**src/rtl/ps2_ascii_fifo.sv**
```systemverilog
// ps2_ascii_fifo
//   Translates decoded PS/2 scan-set-2 make/break events into US-layout ASCII.
//   It tracks shift, ctrl, alt and caps lock, and queues the resulting
//   characters in a circular FIFO behind a valid/ready interface.
//
// Parameters
//   FIFO_DEPTH : FIFO entries (power of two, 2..256)
//   CTRL_EN    : 1 -> ctrl+letter yields control codes 0x01-0x1A
//   ALT_MODE   : 0 ignore alt, 1 set bit 7, 2 suppress character
//
// Ports
//   clk, rst_n                : clock, asynchronous active-low reset
//   key_data_stb              : one-cycle event strobe
//   key_broken / key_extended : break flag / E0 prefix flag
//   key_data                  : scan code with prefixes removed
//   ascii_valid / ascii_data  : FIFO head (data gated to 0 while empty)
//   ascii_ready               : consumer pops the head when valid & ready
//   fifo_count                : occupied entries
//   overflow / overflow_clr   : sticky drop flag and its clear (set wins)
//   caps_led                  : caps-lock state
module ps2_ascii_fifo #(
  parameter int FIFO_DEPTH = 8,
  parameter int CTRL_EN    = 1,
  parameter int ALT_MODE   = 1
) (
  input  logic                          clk,
  input  logic                          rst_n,
  input  logic                          key_data_stb,
  input  logic                          key_broken,
  input  logic                          key_extended,
  input  logic [7:0]                    key_data,
  output logic                          ascii_valid,
  output logic [7:0]                    ascii_data,
  input  logic                          ascii_ready,
  output logic [$clog2(FIFO_DEPTH):0]   fifo_count,
  output logic                          overflow,
  input  logic                          overflow_clr,
  output logic                          caps_led
);

  localparam int AW = $clog2(FIFO_DEPTH);

  // Letter position in the alphabet (1..26), 0 when the code is not a letter.
  function automatic logic [4:0] letter_idx(input logic [7:0] code);
    logic [4:0] idx;
    case (code)
      8'h1C: idx = 5'd1;   8'h32: idx = 5'd2;   8'h21: idx = 5'd3;
      8'h23: idx = 5'd4;   8'h24: idx = 5'd5;   8'h2B: idx = 5'd6;
      8'h34: idx = 5'd7;   8'h33: idx = 5'd8;   8'h43: idx = 5'd9;
      8'h3B: idx = 5'd10;  8'h42: idx = 5'd11;  8'h4B: idx = 5'd12;
      8'h3A: idx = 5'd13;  8'h31: idx = 5'd14;  8'h44: idx = 5'd15;
      8'h4D: idx = 5'd16;  8'h15: idx = 5'd17;  8'h2D: idx = 5'd18;
      8'h1B: idx = 5'd19;  8'h2C: idx = 5'd20;  8'h3C: idx = 5'd21;
      8'h2A: idx = 5'd22;  8'h1D: idx = 5'd23;  8'h22: idx = 5'd24;
      8'h35: idx = 5'd25;  8'h1A: idx = 5'd26;
      default: idx = 5'd0;
    endcase
    return idx;
  endfunction

  // Returns {produce, character} for a make event under the given modifiers.
  function automatic logic [8:0] xlate(input logic [7:0] code, input logic ext,
                                       input logic shift, input logic caps,
                                       input logic ctrl, input logic alt);
    logic       v;
    logic [7:0] ch;
    logic [4:0] li;
    v  = 1'b1;
    ch = 8'h00;
    li = letter_idx(code);
    if (ext) begin
      // Keypad Enter is the only extended key that yields a character.
      v  = (code == 8'h5A);
      ch = 8'h0D;
    end else if (li != 5'd0) begin
      if ((CTRL_EN != 0) && ctrl) ch = {3'b000, li};
      else if (caps ^ shift)      ch = 8'h40 + {3'b000, li};
      else                        ch = 8'h60 + {3'b000, li};
    end else begin
      case (code)
        8'h16: ch = shift ? 8'h21 : 8'h31;
        8'h1E: ch = shift ? 8'h40 : 8'h32;
        8'h26: ch = shift ? 8'h23 : 8'h33;
        8'h25: ch = shift ? 8'h24 : 8'h34;
        8'h2E: ch = shift ? 8'h25 : 8'h35;
        8'h36: ch = shift ? 8'h5E : 8'h36;
        8'h3D: ch = shift ? 8'h26 : 8'h37;
        8'h3E: ch = shift ? 8'h2A : 8'h38;
        8'h46: ch = shift ? 8'h28 : 8'h39;
        8'h45: ch = shift ? 8'h29 : 8'h30;
        8'h0E: ch = shift ? 8'h7E : 8'h60;
        8'h4E: ch = shift ? 8'h5F : 8'h2D;
        8'h55: ch = shift ? 8'h2B : 8'h3D;
        8'h54: ch = shift ? 8'h7B : 8'h5B;
        8'h5B: ch = shift ? 8'h7D : 8'h5D;
        8'h5D: ch = shift ? 8'h7C : 8'h5C;
        8'h4C: ch = shift ? 8'h3A : 8'h3B;
        8'h52: ch = shift ? 8'h22 : 8'h27;
        8'h41: ch = shift ? 8'h3C : 8'h2C;
        8'h49: ch = shift ? 8'h3E : 8'h2E;
        8'h4A: ch = shift ? 8'h3F : 8'h2F;
        8'h29: ch = 8'h20;
        8'h5A: ch = 8'h0D;
        8'h66: ch = 8'h08;
        8'h0D: ch = 8'h09;
        8'h76: ch = 8'h1B;
        default: v = 1'b0;
      endcase
    end
    // Alt acts on the already ctrl-translated character.
    if (v && alt) begin
      if (ALT_MODE == 1)      ch[7] = 1'b1;
      else if (ALT_MODE == 2) v = 1'b0;
    end
    return {v, ch};
  endfunction

  logic shl_q, shl_d, shr_q, shr_d, ctrl_q, ctrl_d, alt_q, alt_d;
  logic caps_q, caps_d, held_q, held_d;
  logic [AW:0] wr_ptr_q, wr_ptr_d, rd_ptr_q, rd_ptr_d;
  logic        ovf_q, ovf_d;
  logic [7:0]  mem_q [FIFO_DEPTH];

  logic [8:0]  xl;
  logic        produce, empty, full, push, pop, ovf_set;
  logic [AW:0] count;

  // Modifier next state; translation below still sees the _q values.
  always_comb begin
    shl_d  = shl_q;
    shr_d  = shr_q;
    ctrl_d = ctrl_q;
    alt_d  = alt_q;
    caps_d = caps_q;
    held_d = held_q;
    if (key_data_stb) begin
      if (!key_extended) begin
        case (key_data)
          8'h12: shl_d  = ~key_broken;
          8'h59: shr_d  = ~key_broken;
          8'h14: ctrl_d = ~key_broken;
          8'h11: alt_d  = ~key_broken;
          8'h58: begin
            if (key_broken) begin
              held_d = 1'b0;
            end else if (!held_q) begin
              caps_d = ~caps_q;
              held_d = 1'b1;
            end
          end
          default: ;
        endcase
      end else begin
        case (key_data)
          8'h14: ctrl_d = ~key_broken;
          8'h11: alt_d  = ~key_broken;
          default: ;
        endcase
      end
    end
  end

  // FIFO control: pointers carry an extra wrap bit so count = wr - rd.
  always_comb begin
    xl       = xlate(key_data, key_extended, shl_q | shr_q, caps_q, ctrl_q, alt_q);
    produce  = key_data_stb & ~key_broken & xl[8];
    count    = wr_ptr_q - rd_ptr_q;
    empty    = (count == '0);
    full     = (count == (AW + 1)'(FIFO_DEPTH));
    pop      = ~empty & ascii_ready;
    push     = produce & (~full | pop);
    ovf_set  = produce & full & ~pop;
    wr_ptr_d = push ? wr_ptr_q + 1'b1 : wr_ptr_q;
    rd_ptr_d = pop  ? rd_ptr_q + 1'b1 : rd_ptr_q;
    ovf_d    = ovf_set | (ovf_q & ~overflow_clr);
  end

  always_ff @(posedge clk or negedge rst_n) begin
    if (!rst_n) begin
      shl_q    <= 1'b0;
      shr_q    <= 1'b0;
      ctrl_q   <= 1'b0;
      alt_q    <= 1'b0;
      caps_q   <= 1'b0;
      held_q   <= 1'b0;
      wr_ptr_q <= '0;
      rd_ptr_q <= '0;
      ovf_q    <= 1'b0;
    end else begin
      shl_q    <= shl_d;
      shr_q    <= shr_d;
      ctrl_q   <= ctrl_d;
      alt_q    <= alt_d;
      caps_q   <= caps_d;
      held_q   <= held_d;
      wr_ptr_q <= wr_ptr_d;
      rd_ptr_q <= rd_ptr_d;
      ovf_q    <= ovf_d;
    end
  end

  // Storage is not reset; the head output is gated while empty instead.
  always_ff @(posedge clk) begin
    if (push) mem_q[wr_ptr_q[AW-1:0]] <= xl[7:0];
  end

  assign ascii_valid = ~empty;
  assign ascii_data  = empty ? 8'h00 : mem_q[rd_ptr_q[AW-1:0]];
  assign fifo_count  = count;
  assign overflow    = ovf_q;
  assign caps_led    = caps_q;

endmodule
```
**config.mk**
```make
export PLATFORM = sky130hd
export DESIGN_NAME = ps2_ascii_fifo
export DESIGN_NICKNAME = d
export VERILOG_FILES = /design/src/rtl/ps2_ascii_fifo.sv
export SDC_FILE = /design/constraint.sdc
export NUM_CORES = 1
export LEC_CHECK = 0
export ABC_AREA = 1
export BUFFER_PORTS_ARGS = -buffer_cell sky130_fd_sc_hd__buf_2
export CORE_UTILIZATION = 37
export DETAILED_ROUTE_END_ITERATION = 8
export PLACE_DENSITY_LB_ADDON = 0.1
export SETUP_SLACK_MARGIN = 0.1
export SLEW_MARGIN = 20
export SYNTH_ARGS = -nofsm -noshare
export SYNTH_HDL_FRONTEND = slang
export SYNTH_SLANG_ARGS = --single-unit
```
**constraint.sdc**
```tcl
create_clock -name clk -period 3.23 [get_ports clk]
set_clock_uncertainty 0.05 [all_clocks]
set_input_delay 0.1615 -clock clk [delete_from_list [all_inputs] [get_ports clk]]
set_output_delay 0.1615 -clock clk [all_outputs]
set_load 0.02 [all_outputs]
```
# Word level (Yosys, flattened, before mapping)

Memories as Yosys holds them, arrays and structs flattened.
Cells that the tools add are included.

Bits in registers: 15
Bits in writable memories: 64
ROM bits: 640
Input bits: 15
Output and inout bits: 15
Memories kept: 2

Memory list:

| name             | depth | width | read ports | clocked after Yosys merged registers in | wr ports | line | source |
|---|---|---|---|---|---|---|---|
| (name not given) | 128   | 5     | 1          | 0                                       | 0        | 46   | `case (code)` |
| mem_q            | 8     | 8     | 1          | 0                                       | 1        | 122  | `logic [7:0] mem_q [FIFO_DEPTH];` |

Add/subtract/negate cells: 5
Equal/unequal tests: 32
Muxes and demuxes: 35
Bitwise gates (word level): 19
Reductions and logical operators: 10

Operators with widths:

| cell                  | count |
|---|---|
| $pmux W7 S26          | 1 |
| $eq A8 B7 Y1 const B  | 17 |
| $mux W5               | 14 |
| $eq A8 B6 Y1 const B  | 7 |
| $eq A8 B5 Y1 const B  | 5 |
| $mux W8               | 5 |
| $reduce_or A26 Y1     | 1 |
| $mux W7               | 3 |
| $mux W6               | 3 |
| $add A7 B5 Y8 const A | 2 |
| $eq A8 B4 Y1 const B  | 2 |
| $reduce_and A3 Y1     | 3 |
| $add A4 B1 Y4 const B | 2 |
| $mux W1               | 8 |
| $not A1 Y1            | 8 |
| $and A1 B1 Y1         | 7 |
| $reduce_and A5 Y1     | 1 |
| $reduce_bool A5 Y1    | 1 |
| $eq A4 B4 Y1 const B  | 1 |
| $logic_not A4 Y1      | 1 |
| $reduce_and A2 Y1     | 2 |
| $sub A4 B4 Y4         | 1 |
| $mux W3               | 1 |
| $or A1 B1 Y1          | 3 |
| 2 further kinds       | 2 |

# Depth between registers and ports, before layout

Depth after elaboration: 9
Depth in mapped cells: 15
Depth with buffers taken out: 15

# Worst setup path after synthesis

Ideal clock, no wire load.

Path kind: reg-to-reg
Start point: register rd_ptr_q[1]
End point: memory mem_q[1][0], enable pin
Library setup time: 370 ps
Data arrival time: 2631 ps
Required time: 2810 ps
Slack: 179 ps
Stages on the path, launching flop included: 12
Period minus slack after synthesis: 3051 ps
Cell sequence: dfrtp_1 > buf_2 > clkinv_1 > clkbuf_1 > ha_1 > nand2_1 > o21ai_0 > xnor2_1 > inv_1 > nand3b_1 > nand4_2 > nor2_1

Word-level cells in the longest chain between the ends: 8
Elaborated cells on any way between the ends: 10

RTL lines:

| item                              | line | source |
|---|---|---|
| start, declared                   | 120  | `logic [AW:0] wr_ptr_q, wr_ptr_d, rd_ptr_q, rd_ptr_d;` |
| start signal, assigned            | 197  | `rd_ptr_q <= rd_ptr_d;` |
| $sub A4 B4 Y4 (*)                 | 167  | `count = wr_ptr_q - rd_ptr_q;` |
| via fifo_count[3]                 | 35   | `output logic [$clog2(FIFO_DEPTH):0] fifo_count,` |
| $logic_not A4 Y1                  | 168  | `empty = (count == '0);` |
| $not A1 Y1                        | 170  | `pop = ~empty & ascii_ready;` |
| $and A1 B1 Y1                     | 170  |  |
| $or A1 B1 Y1 (*)                  | 171  | `push = produce & (~full \| pop);` |
| $and A1 B1 Y1 (*)                 | 171  |  |
| $mux W1 (*)                       | 204  | `if (push) mem_q[wr_ptr_q[AW-1:0]] <= xl[7:0];` |
| $mux W1 (implied by the code) (*) | 204  |  |
| end, declared                     | 122  |  |

Mark *: on every way through the listed nets, which the timed path passes. The rest lies on a longest branch.

# Worst setup path in the final report

Start point: register wr_ptr_q[0]
End point: output port ascii_data[7]

Word-level cells in the longest chain between the ends: 3

RTL lines:

| item                   | line | source |
|---|---|---|
| start, declared        | 120  |  |
| start signal, assigned | 196  | `wr_ptr_q <= wr_ptr_d;` |
| $sub A4 B4 Y4          | 167  |  |
| $logic_not A4 Y1       | 168  |  |
| $mux W8                | 208  | `assign ascii_data = empty ? 8'h00 : mem_q[rd_ptr_q[AW-1:0]];` |
| end, declared          | 33   | `output logic [7:0] ascii_data,` |

Every way passes these cells.

==> results.py <==
metrics = {
    "power_and_ir_drop": {
        "leakagePower_nw": 2.37,
        "p_total_mw": 3.98,
        "p_per_area_nw_per_um2": 741,
        "peakVddDrop_v": 0.000378,
    },
    "timing": {
        "finalSetupTns_ps": 0,
        "fin_crit_sh": 0.892,
        "timing.hold.ws_ps": 17.9,
        "hold_viol_final": 0,
        "fin_crit_ps": 2880,
        "max_clock_freq_mhz": 347,
        "max_slew_margin": 0.501,
        "slew_violations": 0,
        "rsz0062_at_grt": "false",
        "worst_slew_pin_slew_ps": 746,
        "setup_viol": 0,
        "setup_slack_ps": 347,
    },
    "global_routing": {
        "grt_antenna_before_repair": 0,
        "grt_overflow": 0,
        "grt_pass1_wl_um": 19600,
        "grt_max_degree": 35,
        "first_global_vias": 3716,
        "track_usage": 0.199,
    },
    "clock_tree": {
        "cts_tree": "built",
        "clk_latency_ps": 330,
        "cts-root-buf": "clkbuf_16",
        "clock_path_buffers": 2,
        "clkTransAtPathRegs_ps": 60,
        "cts_hold_buffers": 1,
        "cts_sinks": 79,
        "cts_buffers": 9,
        "ctsResizeCount": 0,
        "htreeDepth": 3,
        "post_cts_buffers": 0,
    },
    "setup_path": {
        "cp_slowest_stage_delay_ps": 490,
        "ff2ff_path_depth": 9,
        "critPathLaunchType": "flip-flop",
        "crit_type": "flip-flop to output port",
        "critical_path_required_ps": 3020,
        "cp_cell_sequence": "inv_1 > ha_1 > fa_1 > inv_1 > nor3_1 > nand2_1 > inv_1 > a211oi_1 > buf_2",
        "slowest_stage": "fa_1",
        "cp_data_arrival_time_ps": 2670,
        "end_kind": "output port",
        "path_max_fanout": 8,
        "cp_common_cell": "inv_1",
    },
    "yosys": {
        "synth.most_common_cell": "nand2_1",
        "synth_area_leaders": "edfxtp_1 41%, nand2_1 10%, dfrtp_1 8.0%, nor2_1 4.5%, a21oi_1 4.1%",
        "synth-edff-count": 64,
        "synth_top_cell_area_share": 0.412,
        "ys_seq_area_frac": 0.493,
        "syn_area_um2": 4660,
        "yosys_most_used_dff": "edfxtp_1",
        "ys_warn_count": 0,
        "synthCells": 529,
        "synth-seq-cells": 79,
        "synth_fp_nets": 554,
        "synth_common_cells": "130 x nand2_1, 64 x edfxtp_1, 56 x nor2_1",
        "synth.distinct_cells": 41,
        "syn-mean-instance-area_um2": 8.82,
        "yosysTopAreaCell": "edfxtp_1",
        "async_reset_ff_frac": 0.190,
    },
    "final_layout": {
        "n_antenna_cell": 0,
        "fin_cells": 745,
        "n_fill_cell": 1205,
        "utilization": 0.442,
        "fin_area_um2": 5370,
        "drive_gt1_frac": 0.182,
        "syn2layout_area_growth_pct": 15.2,
        "nets": 597,
    },
    "floorplan": {
        "core_area_um2": 12200,
        "fp-row-count": 40,
        "ios": 30,
        "die_x_um": 114,
        "dieArea_um2": 13100,
        "initial_utilization": 0.383,
        "die-height_um": 114,
    },
    "hold_path": {
        "hold_depth": 4,
        "min_path_type": "input port to flip-flop",
    },
    "placement": {
        "pre_cts_ws_ps": 491,
        "numPortBuffers": 29,
        "gp_congestion": 0.937,
        "hpwl_um": 9080,
        "dpl_cell_area_um2": 5080,
        "dp.cells": 728,
    },
    "route": {
        "wire_per_inst_um": 16.4,
        "vias_per_cell": 5.16,
        "ant_nets": 0,
        "wl_um": 12200,
        "vias": 3845,
        "drc_errors": 0,
        "firstDrtPassIters": 5,
        "first_iter_violations": 305,
    },
    "outcome": {
        "status": "finished, final reports clean",
    },
    "job": {
        "cap_violations": 0,
    },
}
[power breakdown]
| group | switching [mW] | internal (mW) |
|---|---|---|
| Clock | 0.407 | 0.526 |
| Combinational | 1.20 | 0.603 |
| Sequential | 0.0643 | 1.18 |
| Total | 1.67 | 2.31 |
[cell usage in the layout, fill, tap and decap left out, types with 9 or more instances in the layout]
cell type and n:
edfxtp_1 64, a21oi_1 38, dfrtp_1 15, clkbuf_16 9
buf_2 29, inv_1 38, a211oi_1 10, buf_4 19
nor2_1 56, nand2_2 16, nand2_1 130, nand3_1 35
o21ai_0 13, ha_1 9
[per-layer routing]
| layer | up-vias | global-route usage | wire, µm | part of all wire |
|---|---|---|---|---|
| met5 | - | 0 | 0 | 0 |
| met4 | 0 | 0.0840 | 395 | 0.032 |
| met3 | 28 | 0.0233 | 397 | 0.032 |
| met2 | 127 | 0.338 | 5940 | 0.49 |
| met1 | 1788 | 0.256 | 5490 | 0.45 |
| li1 | 1902 | - | - | - |
[worst max-delay path: cells and delay by family (launching register included)]
kind	cells	cell delay (ps)
and+or+nand+nor	2	410
AOI/OAI and AO/OA	1	120
DFF	1	430
buffers and inverters	4	650
adders and majority gates	2	720
[kinds of logic (layout without fill, tap and decap cells)]
kind of cell             after synthesis  count (layout)  share of synthesized area
AND/OR/NAND/NOR                      280             280                      0.290
AO/OA/AOI/OAI                         85              85                      0.113
flip-flops                            79              79                      0.493
buffers and inverters                 65             113                     0.0569
adder cells (fa/ha/maj)               10              10                     0.0284
XOR/XNOR                              10              10                     0.0188
[state kept, by name (all words and copies together), names as in the netlist]
signal / count
ctrl_q: 1
caps_led: 1
shr_q: 1
held_q: 1
wr_ptr_q: 4
alt_q: 1
shl_q: 1
mem_q: 64
rd_ptr_q: 4
overflow: 1
[final timing paths]
path	startpoint	to	slack, ps
max in group asynchronous	rst_n	wr_ptr_q[0]	2650
hold / removal	overflow_clr	overflow	20
setup reg to reg	wr_ptr_q[0]	mem_q[6][7]	470
hold reg to reg	held_q	held_q	430
min in group asynchronous	rst_n	rd_ptr_q[0]	220
setup / recovery	wr_ptr_q[0]	ascii_data[7]	350
[layout make-up]
type / count / area, µm² / area share
Tap cell: 168 / 210 / 0.0391
Multi-Input combinational cell: 385 / 2100 / 0.391
Clock inverter: 7 / 56.3 / 0.0105
Clock buffer: 9 / 225 / 0.0419
Sequential cell: 79 / 2300 / 0.428
Inverter: 48 / 185 / 0.0345
Timing Repair Buffer: 49 / 298 / 0.0554
Power figures use the tool's default switching activity.
